**src/rtl/gmul_seq.sv**
```systemverilog
// rtl/gmul_seq.sv - iterative GF(2^DWIDTH) multiplier, one multiplier byte per cycle
//
// gmul_primitive: combinational p = a * b mod (x^DWIDTH + m), with b one byte wide
//   a  in  DWIDTH  multiplicand
//   b  in  8       multiplier byte
//   m  in  DWIDTH  reduction polynomial without the x^DWIDTH term
//   p  out DWIDTH  reduced product
//
// gmul_seq: p = a * b mod (x^DWIDTH + m), b consumed MSB byte first (Horner form)
//   clk        in   1       clock, rising edge
//   rst        in   1       synchronous reset, active-high
//   in_valid   in   1       operand set valid
//   in_ready   out  1       block can accept an operand set
//   in_a       in   DWIDTH  multiplicand
//   in_b       in   DWIDTH  multiplier
//   in_m       in   DWIDTH  reduction polynomial without the x^DWIDTH term
//   out_valid  out  1       product valid
//   out_ready  in   1       consumer accepts product
//   out_p      out  DWIDTH  product

module gmul_primitive #(
  parameter int DWIDTH = 32
) (
  input  logic [DWIDTH-1:0] a,
  input  logic [7:0]        b,
  input  logic [DWIDTH-1:0] m,
  output logic [DWIDTH-1:0] p
);

  // Bitwise Horner over the multiplier byte: shift-reduce, then add a where b has a one.
  always_comb begin
    logic [DWIDTH-1:0] acc;
    acc = '0;
    for (int i = 7; i >= 0; i--) begin
      acc = {acc[DWIDTH-2:0], 1'b0} ^ (m & {DWIDTH{acc[DWIDTH-1]}});
      if (b[i]) begin
        acc = acc ^ a;
      end
    end
    p = acc;
  end

endmodule

module gmul_seq #(
  parameter int DWIDTH = 32
) (
  input  logic              clk,
  input  logic              rst,
  input  logic              in_valid,
  output logic              in_ready,
  input  logic [DWIDTH-1:0] in_a,
  input  logic [DWIDTH-1:0] in_b,
  input  logic [DWIDTH-1:0] in_m,
  output logic              out_valid,
  input  logic              out_ready,
  output logic [DWIDTH-1:0] out_p
);

  localparam int NBYTES = DWIDTH / 8;
  localparam int CW     = (NBYTES > 1) ? $clog2(NBYTES) : 1;

  typedef enum logic [1:0] {
    IDLE = 2'd0,
    BUSY = 2'd1,
    DONE = 2'd2
  } state_t;

  state_t            state;
  logic [DWIDTH-1:0] a_q;
  logic [DWIDTH-1:0] b_q;
  logic [DWIDTH-1:0] m_q;
  logic [DWIDTH-1:0] acc;
  logic [CW-1:0]     cnt;

  logic [7:0]        b_byte;
  logic [DWIDTH-1:0] part;
  logic [DWIDTH-1:0] acc_next;

  // Multiply by x^8 and reduce: eight single-bit shift-reduce steps.
  function automatic logic [DWIDTH-1:0] xt8(input logic [DWIDTH-1:0] v,
                                            input logic [DWIDTH-1:0] poly);
    logic [DWIDTH-1:0] r;
    r = v;
    for (int i = 0; i < 8; i++) begin
      r = {r[DWIDTH-2:0], 1'b0} ^ (poly & {DWIDTH{r[DWIDTH-1]}});
    end
    return r;
  endfunction

  assign b_byte = b_q[8*cnt +: 8];

  gmul_primitive #(
    .DWIDTH(DWIDTH)
  ) u_prim (
    .a (a_q),
    .b (b_byte),
    .m (m_q),
    .p (part)
  );

  assign acc_next = xt8(acc, m_q) ^ part;

  // Ready comes from state alone so it can never combinationally loop with in_valid.
  assign in_ready = (state == IDLE) && !rst;

  always_ff @(posedge clk) begin
    if (rst) begin
      state     <= IDLE;
      out_valid <= 1'b0;
      out_p     <= '0;
      acc       <= '0;
      cnt       <= '0;
      a_q       <= '0;
      b_q       <= '0;
      m_q       <= '0;
    end else begin
      case (state)
        IDLE: begin
          if (in_valid) begin
            a_q   <= in_a;
            b_q   <= in_b;
            m_q   <= in_m;
            acc   <= '0;
            cnt   <= CW'(NBYTES - 1);
            state <= BUSY;
          end
        end
        BUSY: begin
          acc <= acc_next;
          if (cnt == '0) begin
            out_p     <= acc_next;
            out_valid <= 1'b1;
            state     <= DONE;
          end else begin
            cnt <= cnt - 1'b1;
          end
        end
        DONE: begin
          // out_p is left holding the product after the handshake.
          if (out_ready) begin
            out_valid <= 1'b0;
            state     <= IDLE;
          end
        end
        default: begin
          state     <= IDLE;
          out_valid <= 1'b0;
        end
      endcase
    end
  end

endmodule

```
**config.mk**
```make
export PLATFORM = sky130hd
export DESIGN_NAME = gmul_seq
export DESIGN_NICKNAME = d
export VERILOG_FILES = /design/src/rtl/gmul_seq.sv
export SDC_FILE = /design/constraint.sdc
export NUM_CORES = 1
export LEC_CHECK = 0
export CAP_MARGIN = 20
export CORE_ASPECT_RATIO = 0.75
export CORE_UTILIZATION = 55
export CTS_CLUSTER_DIAMETER = 40
export DETAILED_ROUTE_END_ITERATION = 8
export PLACE_DENSITY = 0.76
export SLEW_MARGIN = 20
export SYNTH_ARGS = -nofsm -noshare
export SYNTH_HDL_FRONTEND = slang
export SYNTH_HIERARCHICAL = 1
export SYNTH_SLANG_ARGS = --single-unit
```
**constraint.sdc**
```tcl
create_clock -name clk -period 8 [get_ports clk]
set_clock_uncertainty 0.15 [all_clocks]
set_input_delay 0.8 -clock clk [delete_from_list [all_inputs] [get_ports clk]]
set_output_delay 0.8 -clock clk [all_outputs]
set_load 0.01 [all_outputs]
```
======== Word level (Yosys, flattened, before mapping) ========
Cells that the tools add are included.
word-level totals
  register bits ........................... 165
  input port bits ......................... 100
  output and inout port bits .............. 34
  word-level logic and storage cells ...... 86
operators by class
  add/subtract/negate cells ............... 1
  equality and inequality tests ........... 6
  shift-type cells ........................ 1
  muxes and demuxes ....................... 20
  bitwise operators ....................... 39
  reduce and logical (&&, ||, !) cells .... 11
operators with widths
  cell                                                                    count
  32-bit bitwise XOR                                                      23
  32-bit bitwise AND                                                      15
  32-bit two-way mux                                                      9
  32-bit case mux with 2 select lines                                     1
  32-bit by 6-bit indexed part select with 8-bit output                   1
  2-bit two-way mux                                                       5
  3-bit AND reduction                                                     3
  2-bit != test (second input constant)                                   4
  2-bit case mux with 3 select lines                                      1
  2-bit AND reduction                                                     3
  2-bit logical NOT                                                       2
  2-bit case mux with 2 select lines                                      1
  1-bit case mux with 3 select lines                                      1
  2-bit by 1-bit equality test with 1-bit output (second input constant)  1
  2-bit equality test (second input constant)                             1
  1-bit two-way mux                                                       2
  2-bit nonzero test                                                      1
  2-bit by 1-bit subtractor with 2-bit output (second input constant)     1
  1-bit logical AND                                                       1
  1-bit logical NOT                                                       1
  1-bit NOT                                                               1

======== Depth between registers and ports, before layout ========
Gate-level depths: netlist (run 1).
  depth in word-level cells ............... 32
  gate-level depth with buffers ........... 29
  gate-level depth less buffers ........... 23

======== By module ========
The synthesis (run 1) kept the hierarchy.
modules (own cells, without submodules)
  module          instances  cells an instance  area each (µm²)  seq. area each (µm²)
  gmul_seq        1          1375               10477.5          3303.2
  gmul_primitive  1          1230               7462.2           0.0

======== Worst setup path before layout (run 1) ========
OpenSTA, ideal clock, no wires.
  kind .................................... register to register
  start point ............................. reg cnt[0]
  end point ............................... reg out_p[30]
  setup time .............................. 86 ps
  arrival ................................. 5418 ps
  required time ........................... 7764 ps
  setup slack ............................. 2346 ps
  stages on the path, launching flop included .. 28
  buffers on the path ..................... 4
  clock period less this slack ............ 5654 ps
  path through ............................ dfxtp_1 buf_1 mux4_2 buf_2 buf_2 nand2_1 xnor2_1 xnor2_1 xnor3_1 xnor2_1 xnor2_1 nand2_1 xor2_2 buf_2 o21ai_0 and3_1 a311oi_2 xnor2_1 xnor2_1 xnor2_1 xnor2_1 xnor2_1 xnor2_1 xnor2_1 xnor2_1 xnor2_1 xnor2_1 a211oi_1
on the way
  elaborated cells between the ends (all ways) .. 33
  classes of those cells .................. shift (1); mux (8); bitwise (22); reduce/logical (2)
RTL lines
  element                                                    line  source
  from (decl)                                                74    logic [CW-1:0] cnt;
  from (signal assigned)                                     125   cnt <= CW'(NBYTES - 1);
  from (signal assigned)                                     136   cnt <= cnt - 1'b1;
  32-bit by 6-bit indexed part select with 8-bit output (*)  91    assign b_byte = b_q[8*cnt +: 8];
  via b_byte[6]                                              76    logic [7:0] b_byte;
  32-bit two-way mux (*)                                     36    if (b[i]) begin
  32-bit bitwise AND                                         35    acc = {acc[DWIDTH-2:0], 1'b0} ^ (m & {DWIDTH{acc[DWIDTH-1]}});
  32-bit bitwise XOR (*)                                     35
  32-bit bitwise XOR                                         37    acc = acc ^ a;
  32-bit two-way mux (*)                                     36
  32-bit bitwise AND                                         35
  [... 13 more ...]                                          -
  32-bit bitwise XOR                                         37
  32-bit two-way mux (*)                                     36
  32-bit bitwise AND                                         35
  32-bit bitwise XOR (*)                                     35
  32-bit bitwise XOR                                         37
  32-bit two-way mux (*)                                     36
  via part[30]                                               77    logic [DWIDTH-1:0] part;
  32-bit bitwise XOR (*)                                     102   assign acc_next = xt8(acc, m_q) ^ part;
  to (signal assigned)                                       132   out_p <= acc_next;
  to (decl)                                                  57    output logic [DWIDTH-1:0] out_p
The timed path passes the listed nets; every way through them passes the cells marked *.
A chain may end at the register's enable or synchronous reset.

======== Worst setup path in the final report (run 1) ========
  start point ............................. reg cnt[1]
  end point ............................... reg out_p[21]
on the way
  cells in the longest elaborated chain, start to end .. 31
  elaborated cells between the ends (all ways) .. 33
  classes of those cells .................. shift (1); mux (8); bitwise (22); reduce/logical (2)
RTL lines
  element                                                    line
  32-bit by 6-bit indexed part select with 8-bit output (*)  91
  via b_byte[7]                                              76
  32-bit two-way mux (*)                                     36
  32-bit bitwise AND                                         35
  32-bit bitwise XOR (*)                                     35
  32-bit bitwise XOR                                         37
  32-bit two-way mux (*)                                     36
  32-bit bitwise AND                                         35
  [... 17 more ...]                                          -
  32-bit bitwise XOR                                         37
  32-bit two-way mux (*)                                     36
  32-bit bitwise AND                                         35
  32-bit bitwise XOR (*)                                     35
  32-bit bitwise XOR                                         37
  32-bit two-way mux (*)                                     36
  via part[21]                                               77
  32-bit bitwise XOR (*)                                     102
Marks and branches as above.

==> impl_metrics.ini, run 1 <==
[cts]
cts_buffer_depth = 2
insertion_delay_ps = 460
cts_resized = 0
cts_tree = done
htreeDepth = 4
hold_buffers = 0
cts_buffers = 17
clk_pin_slew_worst_paths_ps = 70
postCtsSetupRepairBufs = 0
cts.sinks = 165
cts_root_buffer = clkbuf_16

[floorplan]
dieHeight_um = 158.4
start_util_pct = 56.65
fp-row-count = 56
dieArea_sq_um = 33350
die_w_um = 210.5
pin_count = 134
coreArea_sq_um = 31670

[grt]
overflow = 0
grt_pass1_vias = 15840
grt_pass1_wl_um = 81830
antenna_found_initial = 0
grt_max_degree = 78
track_usage_pct = 30.24

[worst_setup_path]
cp.buffers_inverters = 2
cp.depth = 24
worstSetupStartpointType = flop
crit_arrival_ps = 7170
required_ps = 8220
slowest_delay_ps = 920
cp-end-kind = flop
crit_type = flop to flop
crit_path_max_fanout = 58
cp_cell_sequence = mux4_2, o21ai_0, a32o_1, xnor2_2, buf_4, nand2_1, xnor2_2, xnor2_4, xor2_4, buf_4, o21ai_0, and3_1, a311oi_2, xnor2_1, xnor2_1, xnor2_1, xnor2_1, xnor2_1, xnor2_1, xnor2_1, xnor2_1, xnor2_1, xnor2_1, a211oi_1
crit_family = XOR/XNOR gates
worst_path_max_delay_cell = mux4_2
cp_common_cell = xnor2_1
reg2regPathDepth = 24

[power_and_ir_drop]
powerDensity_nw_per_um2 = 198.3
finalPower_mw = 3.917
leakage_nw = 5.866
peakVddDrop_mv = 0.1485

[run_status]
outcome = finished clean

[timing]
timing.final.crit_share_pct = 86.86
drv_slew = 0
whs_ps = 303.3
final.setup.worst_slack_ps = 1051
worst_pin_slew_ps = 1079
relSlewSlack_pct = 27.57
setup_viol = 0
rsz0062_at_grt = false
max_freq_mhz = 143.9
hold_violations = 0
finalSetupTns_ps = 0
period_needed_ps = 6949

[finish]
fin_nets = 2641
layout_commonest_cell = nand2_1
drive_gt1_share_pct = 5.836
diodes = 0
area_growth_pct = 10.11
n_fill_cell = 2871
instances_no_fill = 2988
final_area_sq_um = 19750
utilization_pct = 62.37
final_cell_mix = nand2_1, xnor2_1, dfxtp_1, a21oi_1, clkdlybuf4s50_1

[yosys]
synth_edf_count = 0
yosysWarnings = 6
synth_seq_cells = 165
async_flop_share_pct = 0
synthesis.area_sq_um = 17940
yosys.cell_types.count = 85
syn_avg_cell_area_sq_um = 6.887
syn_inst = 2605
ys_seq_area_share_pct = 18.41
synth-main-ff-cell = dfxtp_1
synth_nets = 2706

[detailed_routing]
vias_per_cell = 5.711
drtPass1Iterations = 5
postRouteAntennaNets = 0
drc = 0
vias = 17060
wl_um = 50900
wire_per_inst_um = 17.03
first_iter_violations = 1680

[min_path]
hold_class = flop to flop
holdPathStages = 2

[placed_design]
place_hpwl_um = 33490
dpl_worst_slack_ps = 1186
io_buffers = 133
dp_cells = 2956
gp_congestion = 0.8890
post_dp_cell_area_sq_um = 19150

[job]
maxCapViolations = 0
==> synthesized netlist by cell type, types with 3 or more instances <==
cell	n	area, sq um
nand2_1	874	3281
xnor2_1	612	5360
clkbuf_1	168	630.6
dfxtp_1	165	3303
a21oi_1	150	750.7
o21ai_0	61	305.3
xor2_1	51	446.7
nor2_1	47	176.4
o21ai_1	44	220.2
buf_2	42	210.2
buf_1	36	135.1
a211oi_1	32	240.2
and3_1	31	193.9
nor3b_1	25	187.7
a311oi_1	21	183.9
a21boi_1	18	135.1
nor3_1	18	90.09
nand2b_1	17	106.4
a311oi_2	13	195.2
inv_1	10	37.54
a21boi_2	8	90.09
buf_4	8	60.06
mux4_2	8	180.2
o22ai_1	8	50.05
xnor2_2	8	130.1
mux2i_1	7	70.07
nand3_1	7	35.03
nand3b_1	7	52.55
or3_1	6	37.54
xnor3_1	6	135.1
a31oi_1	5	31.28
and2_1	5	31.28
nor2b_1	5	31.28
a21o_1	4	30.03
a21oi_2	4	35.03
o32ai_1	4	35.03
a32oi_1	3	26.28
and3b_1	3	26.28
mux2_2	3	33.78
==> state kept, by name, indices dropped and copies added (netlist names) <==
name,cells
m_q,32
b_q,32
out_p,32
out_valid,1
a_q,32
state,2
cnt,2
acc,32
==> metal layers <==
metal  track usage (%)  part of all wire (%)  up-vias
li1                  -                     -     8217
met1             39.80                    45     8082
met2             49.58                    46      643
met3             5.010                   6.5      121
met4             11.70                   2.8        0
met5                 0                     0        -
==> where the power goes <==
| part | internal [mW] | switching (mW) | leakage (nW) |
|---|---|---|---|
| Sequential | 0.893 | 0.127 | 1.35 |
| Clock | 0.452 | 0.406 | 0.289 |
| Combinational | 0.916 | 1.12 | 4.23 |
==> worst paths after layout <==
| path | start | end | slack, ps |
|---|---|---|---|
| min reg2reg | b_q[12] | b_q[12] | 300 |
| min | b_q[12] | b_q[12] | 300 |
| max reg2reg | cnt[1] | out_p[21] | 1050 |
| max | cnt[1] | out_p[21] | 1050 |
==> worst register-to-register path, cell delays in order (launching register included) <==
cell and delay (ps):
dfxtp_1 610, mux4_2 920, o21ai_0 230, a32o_1 320, xnor2_2 310, buf_4 370
nand2_1 150, xnor2_2 200, xnor2_4 370, xor2_4 200, buf_4 480, o21ai_0 220
and3_1 240, a311oi_2 270, xnor2_1 220, xnor2_1 180, xnor2_1 160, xnor2_1 170
xnor2_1 150, xnor2_1 150, xnor2_1 150, xnor2_1 150, xnor2_1 150, xnor2_1 110
a211oi_1 230
==> kinds of logic after synthesis <==
kind of cell               count (synthesis)  synth area share [%]
and+or+nand+nor                         1064                 24.69
xor gates and xnor gates                 680                 34.18
AOI/OAI and AO/OA                        406                 14.83
buffers and inverters                    271                 6.228
DFF                                      165                 18.41
muxes                                     18                 1.583
adders and majority gates                  1               0.06973
==> area by class of cell <==
class / count / area (sq um) / area share, %
inverter: 13 / 48.80 / 0.2470
sequential: 165 / 3307 / 16.74
clock inverter: 14 / 163.9 / 0.8297
tap: 435 / 544.3 / 2.755
multi-input combinational: 2169 / 13610 / 68.92
timing repair buffer: 174 / 1637 / 8.285
clock buffer: 18 / 439.2 / 2.223
(Power assumes the default switching activity.)
==> run 2, diff against run 1 <==
--- a/config.mk
+++ b/config.mk
@@ -10,6 +10,7 @@
 export CORE_UTILIZATION = 55
 export CTS_CLUSTER_DIAMETER = 40
 export DETAILED_ROUTE_END_ITERATION = 8
+export GPL_TIMING_DRIVEN = 0
 export PLACE_DENSITY = 0.76
 export SLEW_MARGIN = 20
 export SYNTH_ARGS = -nofsm -noshare
==> run 2 against run 1 <==
  * Critical path depth up 3
  * Clock power rose by 4.9%
  * Global-route usage rose by 5.2 points
  * Wire length increased by 16%
  * Final cell count is 7.3% higher
  * Register-to-register slack got worse by 370 ps
  * Sequential share of layout area shrank 0.57 points
  * Worst hold slack improved by 0.99 ps
  * Non-clock buffer count increased by 217
==> impl_metrics.ini, run 2 (same netlist as run 1, synthesis figures left out) <==
[cts]
hold_buffers = 0
cts_buffer_depth = 2
clk_pin_slew_worst_paths_ps = 80
cts_buffers = 17
postCtsSetupRepairBufs = 0
htreeDepth = 4
cts_resized = 0
cts_tree = done
cts_root_buffer = clkbuf_16
cts.sinks = 165
insertion_delay_ps = 470

[placed_design]
place_hpwl_um = 45240
gp_congestion = 0.9980
io_buffers = 133

[floorplan]
coreArea_sq_um = 31670
pin_count = 134
fp-row-count = 56
dieArea_sq_um = 33350
dieHeight_um = 158.4
start_util_pct = 56.65
die_w_um = 210.5

[timing]
period_needed_ps = 7322
rsz0062_at_grt = false
finalSetupTns_ps = 0
relSlewSlack_pct = 33.91
drv_slew = 0
hold_violations = 0
timing.final.crit_share_pct = 91.52
setup_viol = 0
worst_pin_slew_ps = 991.4
max_freq_mhz = 136.6

[detailed_routing]
vias = 18250
wl_um = 58900
vias_per_cell = 5.693
drc = 0
postRouteAntennaNets = 0
drtPass1Iterations = 8
wire_per_inst_um = 18.38
first_iter_violations = 2038

[grt]
grt_max_degree = 17
overflow = 0
grt_pass1_vias = 16740
grt_pass1_wl_um = 92380
antenna_found_initial = 0
track_usage_pct = 35.49

[min_path]
hold_class = flop to flop
worstHoldStart = a_q[15]

[power_and_ir_drop]
p_clk_share_pct = 21.8
leakage_nw = 6.122
peakVddDrop_mv = 0.1248
internal_power_mw = 2.324
switching_share_pct = 43.62
pwr-share-seq_pct = 23.1
p_switching_mw = 1.798
powerDensity_nw_per_um2 = 201.9
combPwrFrac_pct = 55.0

[worst_setup_path]
required_ps = 8190
cp_common_cell = xnor2_1
worst_path_max_delay_cell = buf_1
r2r-start = cnt[0]
crit_type = flop to flop
crit_path_max_fanout = 10
cp-end-kind = flop
crit_arrival_ps = 7510
cp-startpoint = cnt[0]
slowest_delay_ps = 650
worstSetupStartpointType = flop

[finish]
fin_nets = 2858
diodes = 0
area_growth_pct = 13.83
layout_commonest_cell = nand2_1
utilization_pct = 64.48
drive_gt1_share_pct = 5.379
final_cell_mix = nand2_1, xnor2_1, clkbuf_1, dfxtp_1, a21oi_1
n_fill_cell = 2953

[run_status]
outcome = finished clean

[job]
maxCapViolations = 0
-- run 2: routing by layer --
metal / part of all wire, % / GRT usage [%]
met3: 8.9 / 5.680
met5: 0 / 0
met2: 43 / 54.79
met4: 2.5 / 11.39
met1: 45 / 50.31
-- run 2: metrics by stage --
stage          instances  cell area (sq um)  hold WS, ps  worst slack [ps]  total power, mW
2_1_floorplan       2605              17940        283.0              2346            2.632
5_1_grt             3205              20420        326.4             296.3            4.321
3_3_place_gp        3173              19820        289.8              1037            3.145
4_1_cts             3205              20420        307.0             860.5            4.079
6_report            3205              20420        304.3             678.3            4.123
3_5_place_dp        3173              19820        297.2             916.6            3.176
-- run 2: layout make-up --
cell class / instances / area, sq um / area share [%]
inverter: 13 / 48.80 / 0.2390
timing repair buffer: 133 / 1331 / 6.519
sequential: 165 / 3303 / 16.18
multi-input combinational: 2169 / 13520 / 66.20
clock inverter: 13 / 162.7 / 0.7965
buffer: 258 / 1069 / 5.233
clock buffer: 19 / 442.9 / 2.169
tap: 435 / 544.3 / 2.665
-- run 2: path summary, 6_finish.rpt --
path | endpoint | slack, ps | depth (start not counted)
worst min register to register | a_q[15] | 300 | 2
worst min-delay path | a_q[15] | 300 | 2
worst max register to register | out_p[20] | 680 | 27
worst max-delay path | out_p[20] | 680 | 27
-- run 2: power by group through the flow --
stage          logic [mW]  clock network, mW  registers (mW)
5_1_grt              2.43              0.934           0.960
3_5_place_dp         2.21                  0           0.970
4_1_cts              2.22              0.904           0.952
6_report             2.27              0.901           0.953
2_1_floorplan        1.68                  0           0.956
3_3_place_gp         2.18                  0           0.968
-- run 2: critical path, delay by kind of cell (launching register included) --
family / cells / cell delay (ps)
multiplexers: 1 / 590
AO/OA/AOI/OAI: 5 / 950
AND/OR/NAND/NOR: 4 / 810
flip-flops: 1 / 390
buffers and inverters: 4 / 1370
XOR/XNOR: 13 / 2900
==> run 3, diff against run 2 <==
--- a/config.mk
+++ b/config.mk
@@ -7,12 +7,12 @@
 export LEC_CHECK = 0
 export CAP_MARGIN = 20
 export CORE_ASPECT_RATIO = 0.75
+export CORE_MARGIN = 10
 export CORE_UTILIZATION = 55
 export CTS_CLUSTER_DIAMETER = 40
 export DETAILED_ROUTE_END_ITERATION = 8
 export GPL_TIMING_DRIVEN = 0
-export PLACE_DENSITY = 0.76
-export SLEW_MARGIN = 20
+export PLACE_DENSITY = 0.79
 export SYNTH_ARGS = -nofsm -noshare
 export SYNTH_HDL_FRONTEND = slang
 export SYNTH_HIERARCHICAL = 1
==> run 3 against run 2 <==
  * Utilization decreased by 1.4 points
  * Count of clock-buffer cells in the layout fell by 1
  * Global-route usage is 7.1 points lower
  * Power fell by 1.5%
  * Critical path depth down 1
  * Sequential share of layout area barely moved
  * Cell area decreased by 0.13%
  * Sequential cell count did not move
  * First-iteration DRC count grew 16%
  * Sequential power about the same
  * Largest power group unchanged
==> impl_metrics.ini, run 3 (same netlist as run 1, synthesis figures left out) <==
[cts]
insertion_delay_ps = 460
cts_buffer_depth = 2
clk_pin_slew_worst_paths_ps = 70
cts_resized = 0
cts_tree = done
cts_root_buffer = clkbuf_16
cts_buffers = 17
postCtsSetupRepairBufs = 0
hold_buffers = 0
htreeDepth = 4
cts.sinks = 165

[placed_design]
post_dp_cell_area_sq_um = 19820
io_buffers = 133
place_hpwl_um = 46030
dp_cells = 3180
dpl_worst_slack_ps = 1032
gp_congestion = 0.9608

[worst_setup_path]
cp-end-kind = flop
crit_arrival_ps = 7370
crit_family = XOR/XNOR gates
cp_common_cell = xnor2_1
required_ps = 8180
r2r_slack_ps = 810
slowest_delay_ps = 630
worstSetupStartpointType = flop
cp.buffers_inverters = 3
crit_path_max_fanout = 10
worst_path_max_delay_cell = buf_1
crit_type = flop to flop

[timing]
worst_pin_slew_ps = 1073
whs_ps = 305.4
relSlewSlack_pct = 28.45
max_freq_mhz = 139.1
hold_violations = 0
final.setup.worst_slack_ps = 808.9
finalSetupTns_ps = 0
drv_slew = 0
setup_viol = 0
period_needed_ps = 7191
timing.final.crit_share_pct = 89.89
rsz0062_at_grt = false

[grt]
grt_pass1_wl_um = 93380
antenna_found_initial = 0
grt_max_degree = 17
overflow = 0
grt_pass1_vias = 17140
track_usage_pct = 28.43

[floorplan]
coreArea_sq_um = 32310
start_util_pct = 55.53
die_w_um = 228.5
dieArea_sq_um = 40320
fp-row-count = 57
dieHeight_um = 176.4
pin_count = 134

[finish]
instances_no_fill = 3212
final_cell_mix = nand2_1, xnor2_1, clkbuf_1, dfxtp_1, a21oi_1
n_fill_cell = 2930
drive_gt1_share_pct = 5.379
seqCellArea_sq_um = 3303
diodes = 0
multi_input_area_sq_um = 13520
layout_commonest_cell = nand2_1
fin_nets = 2858
area_growth_pct = 13.68
final_area_sq_um = 20390
utilization_pct = 63.13

[detailed_routing]
wire_per_inst_um = 18.49
vias = 18360
first_iter_violations = 2365
postRouteAntennaNets = 0
drc = 0
vias_per_cell = 5.717
wl_um = 59400
drtPass1Iterations = 8

[job]
maxCapViolations = 0

[power_and_ir_drop]
powerDensity_nw_per_um2 = 199.1
finalPower_mw = 4.060
peakVddDrop_mv = 0.1107
leakage_nw = 6.099

[min_path]
hold_class = flop to flop

[run_status]
outcome = finished clean
==> run 3: final cells by class <==
type,count,share of cell area [%]
repair buffers,133,6.528
plain buffers,258,5.239
clock inverters,14,0.6933
well taps,442,2.712
inverters,13,0.2393
flip-flops and latches,165,16.20
multi-input cells,2169,66.29
clock buffers,18,2.104
==> run 3: final timing paths <==
kind,cells past startpoint,startpoint,end
worst max-delay path,26,cnt[0],out_p[17]
worst min-delay path,2,a_q[22],a_q[22]
worst max register to register,26,cnt[0],out_p[17]
worst min register to register,2,a_q[22],a_q[22]
==> run 3: routing by layer <==
layer	part of all wire, %	wire length, um	vias to the layer above	global-route usage (%)
li1	-	-	8649	-
met3	9.1	5433	116	4.554
met5	0	0	-	0
met1	45	26570	8646	39.73
met2	44	25950	952	44.26
met4	2.4	1444	0	8.257
==> run 3: worst min-delay path: stages, from the launching register on <==
cell and delay (ps):
dfxtp_1 310, nand2_1 50, a21oi_1 50
==> run 3: power breakdown <==
part           leakage, nW  total (mW)  internal (mW)  switching (mW)
Clock                0.272       0.836          0.437           0.400
Combinational         4.48        2.27          0.951            1.32
Sequential            1.35       0.954          0.893          0.0611
Total                 6.10        4.06           2.28            1.78
